### src/rtl/prog_clk_divider_pkg.sv
// Shared definitions for the programmable clock divider.
//   MODE_TOGGLE / MODE_PULSE : output mode encodings (0 / 1)
//   CH_W                     : width of the load channel index
//   ch_in_range()            : true when a load index addresses a real channel
package clk_div_pkg;

    localparam int CH_W = 4;

    typedef enum logic {
        MODE_TOGGLE = 1'b0,
        MODE_PULSE  = 1'b1
    } mode_e;

    function automatic logic ch_in_range(input logic [CH_W-1:0] ch, input int n_ch);
        return (int'(32'(ch)) < n_ch);
    endfunction

endpackage

### src/rtl/prog_clk_divider_if.sv
// Divisor-load bus of the programmable clock divider.
//   ld_valid/ld_ch/ld_div/ld_mode : load request from the master
//   ld_ready                      : slave can take the load this cycle
//   ld_err                        : one-cycle flag for an accepted out-of-range index
interface prog_clk_divider_if
    import clk_div_pkg::*;
#(
    parameter int CNT_W = 16
);
    logic            ld_valid;
    logic [CH_W-1:0] ld_ch;
    logic [CNT_W-1:0] ld_div;
    logic            ld_mode;
    logic            ld_ready;
    logic            ld_err;

    modport master (output ld_valid, ld_ch, ld_div, ld_mode, input ld_ready, ld_err);
    modport slave  (input ld_valid, ld_ch, ld_div, ld_mode, output ld_ready, ld_err);
endinterface

### src/rtl/prog_clk_divider_channel.sv
// One divider channel: counter, active settings and a one-entry pending slot.
//   clkin, reset : clock, synchronous active-high reset
//   en_i         : run enable
//   ld_we_i      : write the pending slot (already qualified by the top)
//   ld_div_i     : new terminal count
//   ld_mode_i    : new mode (0 toggle, 1 pulse)
//   pend_v_o     : pending slot occupied
//   clkout_o     : divided output
//   tick_o       : terminal-count pulse
module clk_div_channel
    import clk_div_pkg::*;
#(
    parameter int CNT_W   = 16,
    parameter int DEF_DIV = 50
) (
    input  logic             clkin,
    input  logic             reset,
    input  logic             en_i,
    input  logic             ld_we_i,
    input  logic [CNT_W-1:0] ld_div_i,
    input  logic             ld_mode_i,
    output logic             pend_v_o,
    output logic             clkout_o,
    output logic             tick_o
);

    logic [CNT_W-1:0] count_q, count_d;
    logic [CNT_W-1:0] div_q, div_d;
    mode_e            mode_q, mode_d;
    logic             clk_q, clk_d;
    logic             pend_v_q, pend_v_d;
    logic [CNT_W-1:0] pend_div_q, pend_div_d;
    mode_e            pend_mode_q, pend_mode_d;
    logic             event_s;

    // Terminal count; suppressed during reset so no event fires in that cycle.
    assign event_s = ~reset & en_i & (count_q == div_q);

    // Next-state: counting, pending-load application, output toggling.
    always_comb begin
        count_d     = count_q;
        div_d       = div_q;
        mode_d      = mode_q;
        clk_d       = clk_q;
        pend_v_d    = pend_v_q;
        pend_div_d  = pend_div_q;
        pend_mode_d = pend_mode_q;
        if (!en_i) begin
            // Idle channel: hold at zero and take any pending load at once.
            count_d = {CNT_W{1'b0}};
            clk_d   = 1'b0;
            if (pend_v_q) begin
                div_d    = pend_div_q;
                mode_d   = pend_mode_q;
                pend_v_d = 1'b0;
            end else begin
                pend_v_d = pend_v_q;
            end
        end else if (event_s) begin
            count_d = {CNT_W{1'b0}};
            if (pend_v_q) begin
                div_d    = pend_div_q;
                mode_d   = pend_mode_q;
                pend_v_d = 1'b0;
                // A mode switch restarts the output low.
                if ((pend_mode_q != mode_q) || (pend_mode_q == MODE_PULSE)) begin
                    clk_d = 1'b0;
                end else begin
                    clk_d = ~clk_q;
                end
            end else if (mode_q == MODE_TOGGLE) begin
                clk_d = ~clk_q;
            end else begin
                clk_d = 1'b0;
            end
        end else begin
            count_d = count_q + CNT_W'(1);
        end
        // The top only raises ld_we_i while the slot is empty, so this never
        // collides with the slot being consumed above.
        if (ld_we_i) begin
            pend_v_d    = 1'b1;
            pend_div_d  = ld_div_i;
            pend_mode_d = mode_e'(ld_mode_i);
        end else begin
            pend_div_d  = pend_div_d;
        end
    end

    // State registers with synchronous reset to the default divisor.
    always_ff @(posedge clkin) begin
        if (reset) begin
            count_q     <= {CNT_W{1'b0}};
            div_q       <= CNT_W'(DEF_DIV);
            mode_q      <= MODE_TOGGLE;
            clk_q       <= 1'b0;
            pend_v_q    <= 1'b0;
            pend_div_q  <= {CNT_W{1'b0}};
            pend_mode_q <= MODE_TOGGLE;
        end else begin
            count_q     <= count_d;
            div_q       <= div_d;
            mode_q      <= mode_d;
            clk_q       <= clk_d;
            pend_v_q    <= pend_v_d;
            pend_div_q  <= pend_div_d;
            pend_mode_q <= pend_mode_d;
        end
    end

    // Output select: pulse mode mirrors the tick, toggle mode the flop.
    always_comb begin
        tick_o   = event_s;
        pend_v_o = pend_v_q;
        if (mode_q == MODE_PULSE) begin
            clkout_o = event_s;
        end else begin
            clkout_o = clk_q & en_i & ~reset;
        end
    end

endmodule

### src/rtl/prog_clk_divider.sv
// Programmable multi-channel clock divider (top): load decode and ld_err only;
// all divider state lives in the generated channels.
//   clkin, reset : clock, synchronous active-high reset
//   en           : per-channel run enable
//   bus          : divisor-load interface (slave side)
//   clkout       : divided output per channel
//   tick         : terminal-count pulse per channel
module prog_clk_divider
    import clk_div_pkg::*;
#(
    parameter int N_CH    = 4,
    parameter int CNT_W   = 16,
    parameter int DEF_DIV = 50
) (
    input  logic              clkin,
    input  logic              reset,
    input  logic [N_CH-1:0]   en,
    prog_clk_divider_if.slave bus,
    output logic [N_CH-1:0]   clkout,
    output logic [N_CH-1:0]   tick
);

    logic [N_CH-1:0] pend_v_s;
    logic [N_CH-1:0] ld_we_s;
    logic            ld_ready_s;
    logic            ld_err_q, ld_err_d;

    // Load decode: ready reflects the addressed slot; out-of-range reads ready.
    always_comb begin
        ld_ready_s = 1'b1;
        ld_we_s    = {N_CH{1'b0}};
        for (int i = 0; i < N_CH; i++) begin
            if (bus.ld_ch == CH_W'(i)) begin
                ld_ready_s = ~pend_v_s[i];
                ld_we_s[i] = bus.ld_valid & ~pend_v_s[i] & ~reset;
            end else begin
                ld_we_s[i] = 1'b0;
            end
        end
        if (reset) begin
            ld_ready_s = 1'b1;
        end else begin
            ld_ready_s = ld_ready_s;
        end
        ld_err_d = bus.ld_valid & ~ch_in_range(bus.ld_ch, N_CH);
    end

    assign bus.ld_ready = ld_ready_s;
    assign bus.ld_err   = ld_err_q & ~reset;

    // Error flag: one cycle after an out-of-range load is taken.
    always_ff @(posedge clkin) begin
        if (reset) begin
            ld_err_q <= 1'b0;
        end else begin
            ld_err_q <= ld_err_d;
        end
    end

    for (genvar g = 0; g < N_CH; g++) begin : g_ch
        clk_div_channel #(
            .CNT_W  (CNT_W),
            .DEF_DIV(DEF_DIV)
        ) u_ch (
            .clkin    (clkin),
            .reset    (reset),
            .en_i     (en[g]),
            .ld_we_i  (ld_we_s[g]),
            .ld_div_i (bus.ld_div),
            .ld_mode_i(bus.ld_mode),
            .pend_v_o (pend_v_s[g]),
            .clkout_o (clkout[g]),
            .tick_o   (tick[g])
        );
    end

endmodule

### src/flat_wrapper.sv
// flat-port wrapper written by rule: the top's interface ports become plain ports
module prog_clk_divider_flat import clk_div_pkg::*;
#(
    parameter int N_CH    = 4,
    parameter int CNT_W   = 16,
    parameter int DEF_DIV = 50
)
  (clkin, reset, en, clkout, tick, bus_ld_valid, bus_ld_ch, bus_ld_div, bus_ld_mode, bus_ld_ready, bus_ld_err);
  prog_clk_divider_if #(.CNT_W(CNT_W)) bus_i ();
  input  logic clkin;
  input  logic reset;
  input  logic [N_CH-1:0] en;
  output logic [N_CH-1:0] clkout;
  output logic [N_CH-1:0] tick;
  input wire logic [$bits(bus_i.ld_valid)-1:0] bus_ld_valid;
  input wire logic [$bits(bus_i.ld_ch)-1:0] bus_ld_ch;
  input wire logic [$bits(bus_i.ld_div)-1:0] bus_ld_div;
  input wire logic [$bits(bus_i.ld_mode)-1:0] bus_ld_mode;
  output wire logic [$bits(bus_i.ld_ready)-1:0] bus_ld_ready;
  output wire logic [$bits(bus_i.ld_err)-1:0] bus_ld_err;
  assign bus_i.ld_valid = bus_ld_valid;
  assign bus_i.ld_ch = bus_ld_ch;
  assign bus_i.ld_div = bus_ld_div;
  assign bus_i.ld_mode = bus_ld_mode;
  assign bus_ld_ready = bus_i.ld_ready;
  assign bus_ld_err = bus_i.ld_err;
  prog_clk_divider #(.N_CH(N_CH), .CNT_W(CNT_W), .DEF_DIV(DEF_DIV)) u_core (.clkin(clkin), .reset(reset), .en(en), .bus(bus_i), .clkout(clkout), .tick(tick));
endmodule
### config.mk
export PLATFORM = sky130hd
export DESIGN_NAME = prog_clk_divider_flat
export DESIGN_NICKNAME = d
export VERILOG_FILES = /design/src/rtl/prog_clk_divider_pkg.sv /design/src/rtl/prog_clk_divider_if.sv /design/src/rtl/prog_clk_divider_channel.sv /design/src/rtl/prog_clk_divider.sv /design/src/flat_wrapper.sv
export SDC_FILE = /design/constraint.sdc
export NUM_CORES = 1
export LEC_CHECK = 0
export CORE_MARGIN = 4
export CORE_UTILIZATION = 30
export DETAILED_ROUTE_END_ITERATION = 6
export DONT_BUFFER_PORTS = 1
export SETUP_SLACK_MARGIN = 0.05
export SLEW_MARGIN = 5
export SYNTH_ARGS = -nofsm -noshare
export SYNTH_HDL_FRONTEND = slang
export SYNTH_SLANG_ARGS = --single-unit
### constraint.sdc
create_clock -name clkin -period 3.22 [get_ports clkin]
set_clock_uncertainty 0.1 [all_clocks]
set_input_delay 0.644 -clock clkin [delete_from_list [all_inputs] [get_ports clkin]]
set_output_delay 0.644 -clock clkin [all_outputs]
set_load 0.1 [all_outputs]
### Yosys cells after proc, flatten, opt, wreduce, memory -nomap -nowiden

Cells that the tools add are included.

* register bits: 209
* bits of input ports: 28
* output and inout bits: 10
* word-level logic and storage cells: 167

* add/sub/neg operators: 4
* $lt $le $gt $ge: 1
* equal/unequal tests: 19
* multiplexer cells: 61
* bitwise logic cells: 40
* reduce and logical (&&, ||, !) cells: 13

Operator list (count)
* 16-bit two-way mux: 12
* 16-bit by 1-bit adder with 16-bit output, second input constant: 4
* 16-bit == test: 4
* 1-bit two-way mux: 49
* 1-bit AND: 26
* 1-bit inverter: 14
* 3-bit by 1-bit != test with 1-bit output, second input constant: 4
* 3-bit OR reduction: 4
* 4-bit by 2-bit == test with 1-bit output, second input constant: 2
* 2-bit by 1-bit != test with 1-bit output, second input constant: 4
* 2-bit OR reduction: 4
* 4-bit by 1-bit == test with 1-bit output, second input constant: 1
* 4-bit logical NOT: 1
* 1-bit logical OR: 4
* 4-bit by 3-bit < comparator with 1-bit output, second input constant: 1
* 1-bit != test: 4

### Depth between registers and ports, before layout

Gate-level depths: netlist of run 1.

* depth after elaboration: 6
* depth in mapped cells: 7
* mapped depth without buffers: 6

### Cells and area by module

From an unflattened synthesis of run 1, not the netlist that was laid out.

* cells, all modules: 1057
* area, all modules: 9472.8 µm²

Modules (own cells, without submodules)
* clk_div_channel: times used 4, cells an instance 261, area each 2339.7 µm², sequential area each 1041.0 µm²
* prog_clk_divider: times used 1, cells an instance 13, area each 113.9 µm², sequential area each 20.0 µm²

### Worst setup path before layout of run 1

No wires, ideal clock.

* path type: in2out
* from: input reset
* to: output bus_ld_err
* arrival time: 2543 ps
* required time: 2476 ps
* path slack: -67 ps
* cell stages on the path: 4
* buffers on the path: 3
* path through: clkbuf_1 clkbuf_1 clkbuf_1 nor2b_1

* word-level cells in the longest chain between the ends: 2

RTL lines
* start: declaration: RTL line flat_wrapper.sv:11 `input logic reset;`
* 1-bit inverter: RTL line prog_clk_divider.sv:49 `assign bus.ld_err = ld_err_q & ~reset;`
* 1-bit AND: RTL line prog_clk_divider.sv:49
* end: declaration: RTL line flat_wrapper.sv:20 `output wire logic [$bits(bus_i.ld_err)-1:0] bus_ld_err;`

No other way between the ends.

### Worst setup path after layout of run 1

* from: register u_core.g_ch[2].u_ch.count_q[3]
* to: output clkout[2]

* word-level cells in the longest chain between the ends: 3

RTL lines
* start: declaration: RTL line prog_clk_divider_channel.sv:27 `logic [CNT_W-1:0] count_q, count_d;`
* start signal: assignment: RTL line prog_clk_divider_channel.sv:93 `count_q <= {CNT_W{1'b0}};`
* start signal: assignment: RTL line prog_clk_divider_channel.sv:101 `count_q <= count_d;`
* 16-bit == test: RTL line prog_clk_divider_channel.sv:37 `assign event_s = ~reset & en_i & (count_q == div_q);`
* 1-bit AND: RTL line prog_clk_divider_channel.sv:37
* 1-bit two-way mux: RTL line prog_clk_divider_channel.sv:115 `if (mode_q == MODE_PULSE) begin`
* end: declaration: RTL line flat_wrapper.sv:13 `output logic [N_CH-1:0] clkout;`

No other way between the ends.

==> results of run 1 <==
[cells in the final DEF (no fill, tap or decap), types with 17 or more instances in the layout]
| cell | count |
|---|---|
| nand2b_1 | 76 |
| buf_4 | 17 |
| o21ai_0 | 68 |
| nand2_1 | 204 |
| o211ai_2 | 20 |
| nor3_1 | 18 |
| dfxtp_1 | 209 |
| nor4_1 | 17 |
| o211ai_1 | 32 |
| xor2_1 | 101 |
| nand4_1 | 18 |
| clkbuf_16 | 25 |
| nor2_1 | 89 |
| nand3_1 | 70 |
| xnor2_1 | 19 |
[worst max-delay path: stages (launching register included)]
cell and delay [ns]:
dfxtp_1 0.35, xor2_1 0.15, nor4_1 0.37, nand4_1 0.22, mux2_2 0.32, nor2_2 0.14
buf_12 0.19
[cell usage after synthesis (18+ instances only)]
library cell | number | area share
clkbuf_1 | 52 | 0.021
dfxtp_1 | 209 | 0.44
nand2_1 | 204 | 0.081
nand2b_1 | 76 | 0.050
nand3_1 | 70 | 0.037
nand4_1 | 18 | 0.012
nor2_1 | 99 | 0.039
nor3_1 | 18 | 0.0095
o211ai_1 | 32 | 0.025
o211ai_2 | 20 | 0.026
o21ai_0 | 68 | 0.036
xnor2_1 | 19 | 0.018
xor2_1 | 101 | 0.093
[final cells by class]
cell class / count / area [um2] / share of cell area
Multi-Input combinational cell: 841 / 4980 / 0.465
Tap cell: 396 / 495 / 0.0463
Clock inverter: 4 / 48.8 / 0.00456
Sequential cell: 209 / 4180 / 0.391
Clock buffer: 37 / 711 / 0.0664
Timing Repair Buffer: 24 / 268 / 0.0250
Inverter: 5 / 18.8 / 0.00175
[power groups by stage]
stage | registers, W | logic (W) | clock network [W]
6_report | 0.00263 | 0.000136 | 0.00263
5_1_grt | 0.00263 | 0.000152 | 0.00280
4_1_cts | 0.00263 | 0.000138 | 0.00270
3_5_place_dp | 0.00268 | 0.000137 | 0
3_3_place_gp | 0.00268 | 0.000137 | 0
2_1_floorplan | 0.00268 | 0.000131 | 0
[per-stage QoR]
stage,std cells,total power (W)
floorplan,1130,0.00281
global placement,1475,0.00282
detailed placement,1475,0.00282
CTS,1516,0.00547
global route,1516,0.00558
finish,1516,0.00540
[sequential cells by signal (all words and copies together) (netlist names)]
name	flops
u_core.g_ch.u_ch.pend_v_o	4
u_core.ld_err_q	1
u_core.g_ch.u_ch.mode_q	4
u_core.g_ch.u_ch.div_q	64
u_core.g_ch.u_ch.count_q	64
u_core.g_ch.u_ch.clk_q	4
u_core.g_ch.u_ch.pend_div_q	64
u_core.g_ch.u_ch.pend_mode_q	4
[path summary, 6_finish.rpt]
check,endpoint,slack [ns],cells past startpoint
max reg2reg,u_core.g_ch[3].u_ch.div_q[4],0.85,6
min,u_core.g_ch[1].u_ch.pend_div_q[6],0.14,2
min reg2reg,u_core.g_ch[2].u_ch.count_q[0],0.37,1
max,clkout[2],0.21,6
[kinds of logic after synthesis]
| logic type | count (synthesis) | synth area share |
|---|---|---|
| adders and majority gates | 4 | 0.00528 |
| muxes | 5 | 0.00593 |
| DFF | 209 | 0.441 |
| xor gates and xnor gates | 120 | 0.111 |
| AOI/OAI and AO/OA | 157 | 0.115 |
| buffers and inverters | 80 | 0.0400 |
| and+or+nand+nor | 555 | 0.282 |
[metal layers]
metal	global-route usage	part of all wire
met1	0.171	0.47
met2	0.200	0.44
met3	0.0367	0.068
met4	0.0329	0.023
met5	0	0
==> flow_summary.yaml, run 1 <==
placement:
  portBuffers: 0
  globalplace.congestion: 0.788
  dp_hpwl_mm: 15.2
  place_area_um2: 9940
  preCtsSetupSlack_ns: 0.731
global_routing:
  gr-usage-all-layers: 0.127
  grt_max_degree: 117
  first_global_vias: 7130
  grt_pass1_wl_mm: 36.4
  grt_antenna_before_repair: 1
  gr-total-overflow: 0
critical_path:
  criticalPathCategory: "reg2out"
  reg2reg_from: "u_core.g_ch[3].u_ch.div_q[13]"
  cp-end-kind: "output pin"
  crit_start: "u_core.g_ch[2].u_ch.count_q[3]"
  start_kind: "register"
  worstPathRequired_ns: 2.48
  crit_fanout: 5
  crit_arrival_ns: 2.27
sta:
  timing.fmax_mhz: 332
  rsz0062_at_grt: "no"
  tns_ns: 0
  setup_viol: 0
  finalHoldViolations: 0
  fin_ws_ns: 0.211
  worst_pin_slew_ns: 0.873
  fin_crit_ns: 3.01
  slew_violations: 0
  whs_ns: 0.141
  max_slew_margin: 0.416
  finalCritPeriodShare: 0.935
drt:
  dr.first_iter.drc_count: 440
  drc: 0
  wirelength_mm: 22.0
  avgRoutedWirePerCell_um: 14.5
  vias: 7367
  viasPerCell: 4.86
  first_pass_iters: 5
  final_antenna_net_count: 0
synth:
  synthDistinctLibCells: 37
  synthFlopType: "dfxtp_1"
  syn_nets: 1162
  ys_ff_latch: 209
  synth_area_um2: 9490
  yosys_warnings: 0
  syn_area_per_cell_um2: 8.40
  synth_async_sr_flop_share: 0
  post_synth_inst_count: 1130
  synth-edff-count: 0
  yosysSeqAreaShare: 0.441
min_path:
  hold_path.class: "in2reg"
  min-delay-start: "bus_ld_div[6]"
finish:
  nets: 1137
  fin_area_um2: 10700
  diodes: 0
  final_core_util: 0.346
  fillers: 3189
  drive_above_1_share: 0.0920
  area_delta_synth_final_pct: 12.8
job:
  drv_cap: 0
pwr:
  vdd.ir_drop.worst_uv: 400
  seqPwrFrac: 0.487
  p_sw_w: 0.00115
  p_per_area_nw_per_um2: 504
  comb_power_share: 0.025
  p_leak_nw: 3.81
  switching_share: 0.214
  p_clk_frac: 0.488
  internal_power_w: 0.00424
cts:
  clock-sinks: 209
  numCtsBuffers: 24
  htree_levels: 1
  ctsResizeCount: 0
  postCtsSetupRepairBufs: 0
  tritoncts: "done"
  clk-insertion-delay-late_ns: 0.51
  ctsRootBufferMaster: "clkbuf_16"
  clk_path_buf_depth: 3
  cts_hold_buf: 0
  clk_pin_slew_ns: 0.06
die:
  die_area_um2: 34500
  die_y_um: 186
  core-area_um2: 30900
  start_util: 0.307
  num_rows: 64
  die_w_um: 186
  io_pins: 38
outcome:
  status: "finished clean"
Note: power is estimated with default switching activity, not from simulation.
==> run 2: changes to the inputs <==
--- a/config.mk
+++ b/config.mk
@@ -5,10 +5,12 @@
 export SDC_FILE = /design/constraint.sdc
 export NUM_CORES = 1
 export LEC_CHECK = 0
+export CAP_MARGIN = 20
 export CORE_MARGIN = 4
 export CORE_UTILIZATION = 30
 export DETAILED_ROUTE_END_ITERATION = 6
 export DONT_BUFFER_PORTS = 1
+export HOLD_SLACK_MARGIN = 0.12
 export SETUP_SLACK_MARGIN = 0.05
 export SLEW_MARGIN = 5
 export SYNTH_ARGS = -nofsm -noshare
==> results of run 2 <==
Same layout as run 1: the final DEF is identical, and so are final timing and power.
